$ cat src/rtl/seg_pkg.sv
// Shared definitions for the seven-segment readback path: bus bit order,
// active-low glyph patterns, decoded code values and capture FSM encodings.
package seg_pkg;

    // Bit order of the 8-bit segment bus: {a,b,c,d,e,f,g,dp}, a at bit 7
    localparam int SEG_A  = 7;
    localparam int SEG_B  = 6;
    localparam int SEG_C  = 5;
    localparam int SEG_D  = 4;
    localparam int SEG_E  = 3;
    localparam int SEG_F  = 2;
    localparam int SEG_G  = 1;
    localparam int SEG_DP = 0;

    // Active-low patterns on seg[7:1] ({a..g}), 0 = segment lit
    localparam logic [6:0] SEG_0     = 7'b0000001;
    localparam logic [6:0] SEG_1     = 7'b1001111;
    localparam logic [6:0] SEG_2     = 7'b0010010;
    localparam logic [6:0] SEG_3     = 7'b0000110;
    localparam logic [6:0] SEG_4     = 7'b1001100;
    localparam logic [6:0] SEG_5     = 7'b0100100;
    localparam logic [6:0] SEG_6     = 7'b0100000;
    localparam logic [6:0] SEG_7     = 7'b0001101;  // a,b,c,f
    localparam logic [6:0] SEG_8     = 7'b0000000;
    localparam logic [6:0] SEG_9     = 7'b0001100;  // a,b,c,f,g
    localparam logic [6:0] SEG_DASH  = 7'b1111110;
    localparam logic [6:0] SEG_BLANK = 7'b1111111;

    // Alternate glyphs some drivers use for 7 (a,b,c) and 9 (with d lit)
    localparam logic [6:0] SEG_7_ALT = 7'b0001111;
    localparam logic [6:0] SEG_9_ALT = 7'b0000100;

    localparam logic [3:0] CODE_DASH  = 4'hA;
    localparam logic [3:0] CODE_BLANK = 4'hE;
    localparam logic [3:0] CODE_INV   = 4'hF;

    // Capture FSM encodings
    localparam logic [1:0] ST_IDLE  = 2'd0;
    localparam logic [1:0] ST_COUNT = 2'd1;
    localparam logic [1:0] ST_HELD  = 2'd2;

endpackage

$ cat src/rtl/seg2bin.sv
// Combinational decoder from the active-low segment bus to a 4-bit code,
// dp state and an unrecognised-pattern flag.
module seg2bin
    import seg_pkg::*;
(
    input  logic [7:0] seg,
    output logic [3:0] code,
    output logic       dp,
    output logic       err
);

    // Map the seven glyph segments to a code; anything unknown becomes CODE_INV
    always_comb begin
        code = CODE_INV;
        case (seg[SEG_A:SEG_G])
            SEG_0:     code = 4'd0;
            SEG_1:     code = 4'd1;
            SEG_2:     code = 4'd2;
            SEG_3:     code = 4'd3;
            SEG_4:     code = 4'd4;
            SEG_5:     code = 4'd5;
            SEG_6:     code = 4'd6;
            SEG_7:     code = 4'd7;
            SEG_7_ALT: code = 4'd7;
            SEG_8:     code = 4'd8;
            SEG_9:     code = 4'd9;
            SEG_9_ALT: code = 4'd9;
            SEG_DASH:  code = CODE_DASH;
            SEG_BLANK: code = CODE_BLANK;
            default:   code = CODE_INV;
        endcase
        err = (code == CODE_INV);
        dp  = ~seg[SEG_DP];
    end

endmodule

$ cat src/rtl/seg_scan_capture.sv
// Monitor for the multiplexed seven-segment bus: registers an/seg, waits for a
// one-hot digit pattern to stay stable for STABLE_CYCLES samples, then latches
// the decoded code and dp for that digit. A per-digit watchdog drops the valid
// flag when a digit has not been re-accepted for STALE_CYCLES cycles.
module seg_scan_capture
    import seg_pkg::*;
#(
    parameter int unsigned N_DIG         = 4,
    parameter int unsigned STABLE_CYCLES = 4,
    parameter int unsigned STALE_CYCLES  = 1000000,
    localparam int unsigned IDX_W        = (N_DIG > 1) ? $clog2(N_DIG) : 1
) (
    input  logic                 clk,
    input  logic                 rst,
    input  logic [N_DIG-1:0]     an,
    input  logic [7:0]           seg,
    output logic [4*N_DIG-1:0]   digits_o,
    output logic [N_DIG-1:0]     dp_o,
    output logic [N_DIG-1:0]     valid_o,
    output logic                 upd_o,
    output logic [IDX_W-1:0]     upd_idx_o,
    output logic                 err_o
);

    localparam logic [7:0] STABLE_LIM = 8'(STABLE_CYCLES);

    logic [N_DIG-1:0] r_an, last_an;
    logic [7:0]       r_seg, last_seg;
    logic [1:0]       state_q, state_d;
    logic [7:0]       cnt_q, cnt_d;

    logic [N_DIG-1:0] an_act;
    logic             onehot;
    logic             same;
    logic             accept;
    logic [IDX_W-1:0] idx;

    logic [3:0]       dec_code;
    logic             dec_dp;
    logic             dec_err;

    assign an_act = ~r_an;
    assign onehot = (an_act != '0) && ((an_act & (an_act - N_DIG'(1))) == '0);
    assign same   = ({r_an, r_seg} == {last_an, last_seg});

    // Encode the single enabled digit into an index
    always_comb begin
        idx = '0;
        for (int i = 0; i < N_DIG; i++) begin
            if (an_act[i]) idx = IDX_W'(i);
        end
    end

    seg2bin u_seg2bin (
        .seg  (r_seg),
        .code (dec_code),
        .dp   (dec_dp),
        .err  (dec_err)
    );

    // Input sampling plus a one-cycle-older copy for the stability compare
    always_ff @(posedge clk) begin
        if (rst) begin
            r_an     <= '1;
            r_seg    <= '1;
            last_an  <= '1;
            last_seg <= '1;
        end else begin
            r_an     <= an;
            r_seg    <= seg;
            last_an  <= r_an;
            last_seg <= r_seg;
        end
    end

    // Dwell FSM: count identical samples, accept once, then hold until change
    always_comb begin
        state_d = state_q;
        cnt_d   = cnt_q;
        accept  = 1'b0;
        if (!onehot) begin
            state_d = ST_IDLE;
            cnt_d   = '0;
        end else begin
            case (state_q)
                ST_COUNT: begin
                    if (!same) begin
                        cnt_d = 8'd1;
                    end else if (cnt_q + 8'd1 == STABLE_LIM) begin
                        accept  = 1'b1;
                        state_d = ST_HELD;
                        cnt_d   = cnt_q + 8'd1;
                    end else begin
                        cnt_d = cnt_q + 8'd1;
                    end
                end
                ST_HELD: begin
                    if (!same) begin
                        state_d = ST_COUNT;
                        cnt_d   = 8'd1;
                    end
                end
                default: begin
                    // Leaving IDLE always means the pattern just changed
                    state_d = ST_COUNT;
                    cnt_d   = 8'd1;
                end
            endcase
        end
    end

    // FSM state registers
    always_ff @(posedge clk) begin
        if (rst) begin
            state_q <= ST_IDLE;
            cnt_q   <= '0;
        end else begin
            state_q <= state_d;
            cnt_q   <= cnt_d;
        end
    end

    // Capture registers and the one-cycle update/error pulses
    always_ff @(posedge clk) begin
        if (rst) begin
            digits_o  <= {N_DIG{CODE_BLANK}};
            dp_o      <= '0;
            upd_o     <= 1'b0;
            upd_idx_o <= '0;
            err_o     <= 1'b0;
        end else begin
            upd_o <= accept;
            err_o <= accept && dec_err;
            if (accept) begin
                digits_o[4*idx +: 4] <= dec_code;
                dp_o[idx]            <= dec_dp;
                upd_idx_o            <= idx;
            end
        end
    end

    if (STALE_CYCLES > 0) begin : g_wdog
        localparam int unsigned SW = $clog2(STALE_CYCLES + 1);
        localparam logic [SW-1:0] STALE_LIM = SW'(STALE_CYCLES);

        logic [SW-1:0] stale_q [N_DIG];

        // Per-digit staleness: acceptance reloads, expiry clears valid and saturates
        always_ff @(posedge clk) begin
            for (int i = 0; i < N_DIG; i++) begin
                if (rst) begin
                    stale_q[i] <= '0;
                    valid_o[i] <= 1'b0;
                end else if (accept && (idx == IDX_W'(i))) begin
                    stale_q[i] <= '0;
                    valid_o[i] <= 1'b1;
                end else if (stale_q[i] != STALE_LIM) begin
                    stale_q[i] <= stale_q[i] + SW'(1);
                    if (stale_q[i] + SW'(1) == STALE_LIM) valid_o[i] <= 1'b0;
                end
            end
        end
    end else begin : g_nowdog
        // Without a watchdog a digit stays valid once it has been read
        always_ff @(posedge clk) begin
            for (int i = 0; i < N_DIG; i++) begin
                if (rst) begin
                    valid_o[i] <= 1'b0;
                end else if (accept && (idx == IDX_W'(i))) begin
                    valid_o[i] <= 1'b1;
                end
            end
        end
    end

endmodule

$ cat config.mk
export PLATFORM = sky130hd
export DESIGN_NAME = seg_scan_capture
export DESIGN_NICKNAME = d
export VERILOG_FILES = /design/src/rtl/seg_pkg.sv /design/src/rtl/seg2bin.sv /design/src/rtl/seg_scan_capture.sv
export SDC_FILE = /design/constraint.sdc
export NUM_CORES = 1
export LEC_CHECK = 0
export CAP_MARGIN = 20
export CORE_ASPECT_RATIO = 1.75
export CORE_MARGIN = 8
export CORE_UTILIZATION = 25
export DETAILED_ROUTE_END_ITERATION = 6
export PLACE_DENSITY_LB_ADDON = 0.05
export SYNTH_ARGS = -nofsm -noshare
export SYNTH_HDL_FRONTEND = slang
export SYNTH_SLANG_ARGS = --single-unit
export TNS_END_PERCENT = 100
$ cat constraint.sdc
create_clock -name clk -period 3.8 [get_ports clk]
set_input_delay 0.38 -clock clk [delete_from_list [all_inputs] [get_ports clk]]
set_output_delay 0.38 -clock clk [all_outputs]
set_load 0.05 [all_outputs]
==> impl_metrics.json, run 1 <==
{
  "cts_max_path_buffers": 2,
  "dieArea_mm2": 0.0397,
  "first_pass_iters": 4,
  "ys_top_cells_by_count": "nor2_1, edfxtp_1, nand2_1, dfxtp_1, xor2_1",
  "synth-edff-count": 80,
  "ys.flop_type": "edfxtp_1",
  "rsz0062_at_grt": "false",
  "grt_overflow": 0,
  "fp.dieH_um": 258,
  "rows": 88,
  "ios": 42,
  "synth_area_mm2": 0.00835,
  "fin_nets": 957,
  "power_leakage_nw": 3.50,
  "post-cts-setup-buffers": 0,
  "path_class": "register to register",
  "start_util": 0.254,
  "yosys.area.top_type": "edfxtp_1",
  "path_max_fanout": 11,
  "die_x_um": 154,
  "min_path_cells": 4,
  "syn2layout_area_growth_pct": 16.6,
  "wirelength_mm": 23.4,
  "hpwl_mm": 17.1,
  "post-route-period-util": 0.825,
  "hold_buffers": 0,
  "clock-sinks": 142,
  "synth-seq-cells": 142,
  "cts_buffers": 17,
  "cp-end-kind": "register",
  "yosys-top-cells-area": "edfxtp_1, dfxtp_1, nor2_1",
  "fin_util": 0.296,
  "postRouteAntennaNets": 0,
  "crit_path_start": "g_wdog.stale_q[0][0]",
  "critPathArrivalTime_ps": 3460,
  "route.detailed.drc": 0,
  "cts_resized": 0,
  "grt_pass1_vias": 6501,
  "r2r_cells": 7,
  "grt_max_degree": 41,
  "synth_compound_area_frac": 0.112,
  "min_path_type": "primary input to register",
  "yosys.area_share.adder": 0.0285,
  "core_mm2": 0.0329,
  "worstMarginPinSlew_ps": 697,
  "maxCapViolations": 0,
  "min_period_ps": 3140,
  "yosysWarnings": 0,
  "synth_most_common_cell": "nor2_1",
  "drive_gt1_frac": 0.0993,
  "synth_top_family_by_area": "simple AND/OR/NAND/NOR gates",
  "hold_viol": 0,
  "port_buffers": 41,
  "seq_area_frac_synth": 0.436,
  "setup_viol": 0,
  "setup_tns_ps": 0,
  "antenna_found_initial": 0,
  "wl_per_cell_um": 17.4,
  "min-delay-start": "rst",
  "synthArstFlopShare": 0,
  "tritoncts": "yes",
  "p_per_area_mw_per_mm2": 367,
  "yosys.area_share.xor_xnor": 0.0902,
  "clk_transition_reported_paths_ps": 60,
  "relSlewSlack": 0.523,
  "finalClockSkew_ps": 9.37,
  "synthCells": 901,
  "vias": 6528,
  "htreeDepth": 4,
  "status": "completed",
  "timing.fmax_ghz": 0.319,
  "synthMuxAreaShare": 0.0117,
  "grt_usage": 0.120,
  "crit_path_start_kind": "register",
  "clk_latency_ps": 440,
  "r2r_start": "g_wdog.stale_q[0][0]",
  "avgViaCountPerCell": 4.86,
  "peakVddDrop_mv": 0.299,
  "diodes": 0,
  "synth_cell_types": 73,
  "avgSynthCellArea_um2": 9.27,
  "syn-num-nets": 934,
  "synth.top_cell.area_share": 0.288,
  "grt_pass1_wl_mm": 37.0,
  "cp.required_ps": 4130,
  "drtIter0Drc": 282,
  "synth-simple-area-share": 0.276,
  "finalMaxSlewViolations": 0,
  "place_congestion": 0.767,
  "cts_root_buffer": "clkbuf_16"
}
==> logic make-up after synthesis <==
group                    after synthesis
AO/OA/AOI/OAI                        131
XOR/XNOR                              86
adder cells (fa/ha/maj)               19
buffers and inverters                 85
flip-flops                           142
multiplexers                           9
AND/OR/NAND/NOR                      429
==> stage by stage <==
| step | setup WS (ps) | cell area (µm²) | hold WS [ps] | std cells | power [mW] |
|---|---|---|---|---|---|
| floorplan | 876 | 8350 | 449 | 901 | 1.82 |
| CTS | 674 | 9730 | 383 | 1342 | 3.65 |
| global route | 479 | 9730 | 421 | 1342 | 3.72 |
| detailed placement | 685 | 9140 | 468 | 1310 | 1.89 |
| finish | 664 | 9730 | 394 | 1342 | 3.57 |
| global placement | 744 | 9140 | 457 | 1310 | 1.89 |
==> routing by layer <==
| layer | track usage | vias to the layer above | part of all wire |
|---|---|---|---|
| met5 | 0 | - | 0 |
| met4 | 0.0563 | 0 | 0.030 |
| met3 | 0.0236 | 34 | 0.026 |
| met2 | 0.218 | 90 | 0.52 |
| met1 | 0.132 | 3112 | 0.42 |
| li1 | - | 3292 | - |
==> registers in the layout, summed over array words and instances (netlist names) <==
register,cells
last_an,4
state_q,2
last_seg,8
upd_idx_o,2
g_wdog.stale_q,80
r_seg,8
cnt_q,8
r_an,4
dp_o,4
err_o,1
valid_o,4
digits_o,16
upd_o,1
==> report_power, final <==
part / internal (mW) / switching, mW / total [mW]
sequential: 1.63 / 0.0362 / 1.67
clock: 1.01 / 0.703 / 1.72
combinational: 0.0744 / 0.108 / 0.182
==> path summary, 6_finish.rpt <==
path / slack, ps / end
setup / recovery: 660 / valid_o[0]
hold / removal: 390 / last_an[0]
setup reg to reg: 660 / valid_o[0]
hold reg to reg: 470 / digits_o[14]
==> cell type report <==
cell class,instances,area [µm²]
Tap cell,405,507
Sequential cell,142,3640
Inverter,30,113
Fill cell,3484,23200
Timing Repair Buffer,59,553
Clock inverter,9,76.3
Multi-Input combinational cell,674,4330
Clock buffer,23,512
==> worst max-delay path: stages, from the launching register on <==
cell and delay [ps]:
edfxtp_1 520, ha_1 440, nand4_1 350, or3_1 520
mux2_4 330, a2bb2oi_1 130, or4_1 480, a32o_1 260
==> cells in the final DEF (no fill, tap or decap), types with 5 or more instances in the layout <==
cell type,n
a211o_1,13
a211oi_1,7
a21oi_1,26
a31oi_1,6
and2_1,17
and3_1,8
and4_1,15
and4b_1,6
buf_4,17
clkbuf_16,19
clkdlybuf4s50_1,40
clkinv_2,5
dfxtp_1,62
edfxtp_1,80
ha_1,19
inv_1,30
mux2i_1,6
nand2_1,65
nand2b_1,16
nand3_1,42
nand4_1,26
nor2_1,112
nor2b_1,9
nor3_1,24
nor4_1,16
nor4b_1,7
o211ai_1,8
o21ai_0,20
o22ai_1,5
or2_2,25
or3_1,13
or4_1,9
xnor2_1,38
xor2_1,48
No activity file was read; power rests on OpenSTA's default activity.
==> run 2, diff against run 1 <==
==> constraint.sdc (replaced) <==
create_clock -name clk -period 3 [get_ports clk]
set_input_delay 0.3 -clock clk [delete_from_list [all_inputs] [get_ports clk]]
set_output_delay 0.3 -clock clk [all_outputs]
set_load 0.05 [all_outputs]
==> run 2 against run 1 <==
First-iteration DRC count decreased by 0.35%. Largest cell class unchanged. Largest power group unchanged. Routed wire length is 2.6% higher. Sequential cell count unchanged. Core utilization rose by 1.0 points. Global-route usage increased by 0.53 points. Clock power grew 28%. Critical path depth up 1. Cell area up 3.4%. Die area unchanged.
==> impl_metrics.json, run 2 (same netlist as run 1, synthesis figures left out) <==
{
  "status": "completed",
  "setup_slack_ps": 208,
  "ios": 42,
  "post-cts-setup-buffers": 0,
  "post-route-period-util": 0.931,
  "largest_reg_flops": 80,
  "place_congestion": 0.807,
  "rows": 88,
  "port_buffers": 41,
  "path_class": "register to register",
  "start_util": 0.254,
  "timing.fmax_ghz": 0.358,
  "first_pass_iters": 7,
  "die_x_um": 154,
  "rsz0062_at_grt": "false",
  "critPathArrivalTime_ps": 2930,
  "vias": 6661,
  "diodes": 0,
  "antenna_found_initial": 0,
  "syn2layout_area_growth_pct": 20.5,
  "peakVddDrop_mv": 0.408,
  "layout_common_cells": "nor2_1, edfxtp_1, nand2_1, dfxtp_1, xor2_1",
  "cp-end-kind": "register",
  "maxCapViolations": 0,
  "clock-sinks": 142,
  "min_path_cells": 4,
  "wirelength_mm": 24.0,
  "tritoncts": "yes",
  "top_register": "g_wdog.stale_q",
  "fp.dieH_um": 258,
  "r2r_cells": 8,
  "cts_root_buffer": "clkbuf_16",
  "setup_tns_ps": 0,
  "core_mm2": 0.0329,
  "hold_viol": 0,
  "grt_max_degree": 41,
  "postRouteAntennaNets": 0,
  "route.detailed.drc": 0,
  "dieArea_mm2": 0.0397,
  "clk_transition_reported_paths_ps": 60,
  "drive_gt1_frac": 0.126,
  "cts_resized": 0,
  "cts_max_path_buffers": 2,
  "drtIter0Drc": 281,
  "grt_pass1_wl_mm": 39.1,
  "clk_latency_ps": 440,
  "reg_top3": "g_wdog.stale_q x80, digits_o x16",
  "htreeDepth": 4,
  "crit_path_start_kind": "register",
  "fin_util": 0.306,
  "cp.required_ps": 3140,
  "wl_per_cell_um": 17.5,
  "p_total_mw": 4.58,
  "path_max_fanout": 34,
  "grt_overflow": 0,
  "layout_commonest_cell": "nor2_1",
  "grt_usage": 0.126,
  "p_per_area_mw_per_mm2": 455,
  "r2r_setup_slack_ps": 210,
  "setup_viol": 0,
  "hpwl_mm": 17.6,
  "cts_buffers": 17,
  "min_period_ps": 2790,
  "finalClockSkew_ps": 7.57,
  "avgViaCountPerCell": 4.87,
  "finalMaxSlewViolations": 0,
  "hold_buffers": 0,
  "relSlewSlack": 0.487,
  "pre_cts_ws_ps": 104,
  "min_path_type": "primary input to register",
  "grt_pass1_vias": 6838,
  "fin_nets": 984,
  "power_leakage_nw": 3.69,
  "worstMarginPinSlew_ps": 764
}
[run 2: changes by cell type in the layout (fill, tap and decap cells not counted), sizes merged]
cell / before / now
buf: 19 / 46
inv: 33 / 31
clkbuf: 23 / 24
clkinv: 5 / 6
[run 2: final timing paths]
path	end	start
hold / removal	last_an[0]	rst
setup reg to reg	g_wdog.stale_q[1][5]	r_seg[6]
setup / recovery	g_wdog.stale_q[1][5]	r_seg[6]
hold reg to reg	digits_o[2]	digits_o[2]
[run 2: stage by stage]
step           area, µm²  hold slack, ps  cells
3_3_place_gp        9450             457   1337
5_1_grt            10100             367   1369
3_5_place_dp        9450             451   1337
2_1_floorplan       8350             404    901
6_report           10100             349   1369
4_1_cts            10100             338   1369
[run 2: power breakdown]
group	total [mW]	internal, mW	switching [mW]
clock	2.20	1.33	0.867
combinational	0.267	0.114	0.153
sequential	2.11	2.07	0.0364
[run 2: layout make-up]
class,count,area (µm²)
flip-flops and latches,142,3640
multi-input cells,674,4330
inverters,30,113
fillers,3465,22900
clock buffers,24,537
well taps,405,507
repair buffers,86,856
clock inverters,8,73.8
[run 2: per-layer routing]
metal	vias up	wire [µm]	GRT usage
met5	-	0	0
li1	3343	-	-
met1	3181	9930	0.138
met3	38	604	0.0222
met4	0	661	0.0569
met2	99	12800	0.231
[run 2: critical path, cell delays in order (launching register included)]
cell and delay (ps):
dfxtp_1 520, xor2_1 110, nor4_1 510, nand3_1 300, nor4b_4 330, buf_12 240, nand2_1 130, nand3_1 150
buf_12 190
==> run 3, diff against run 2 <==
--- a/config.mk
+++ b/config.mk
@@ -14,4 +14,4 @@
 export SYNTH_ARGS = -nofsm -noshare
 export SYNTH_HDL_FRONTEND = slang
 export SYNTH_SLANG_ARGS = --single-unit
-export TNS_END_PERCENT = 100
+export TNS_END_PERCENT = 30
==> results of run 3 <==
No change in the layout: final DEF, timing and power equal those of run 2.
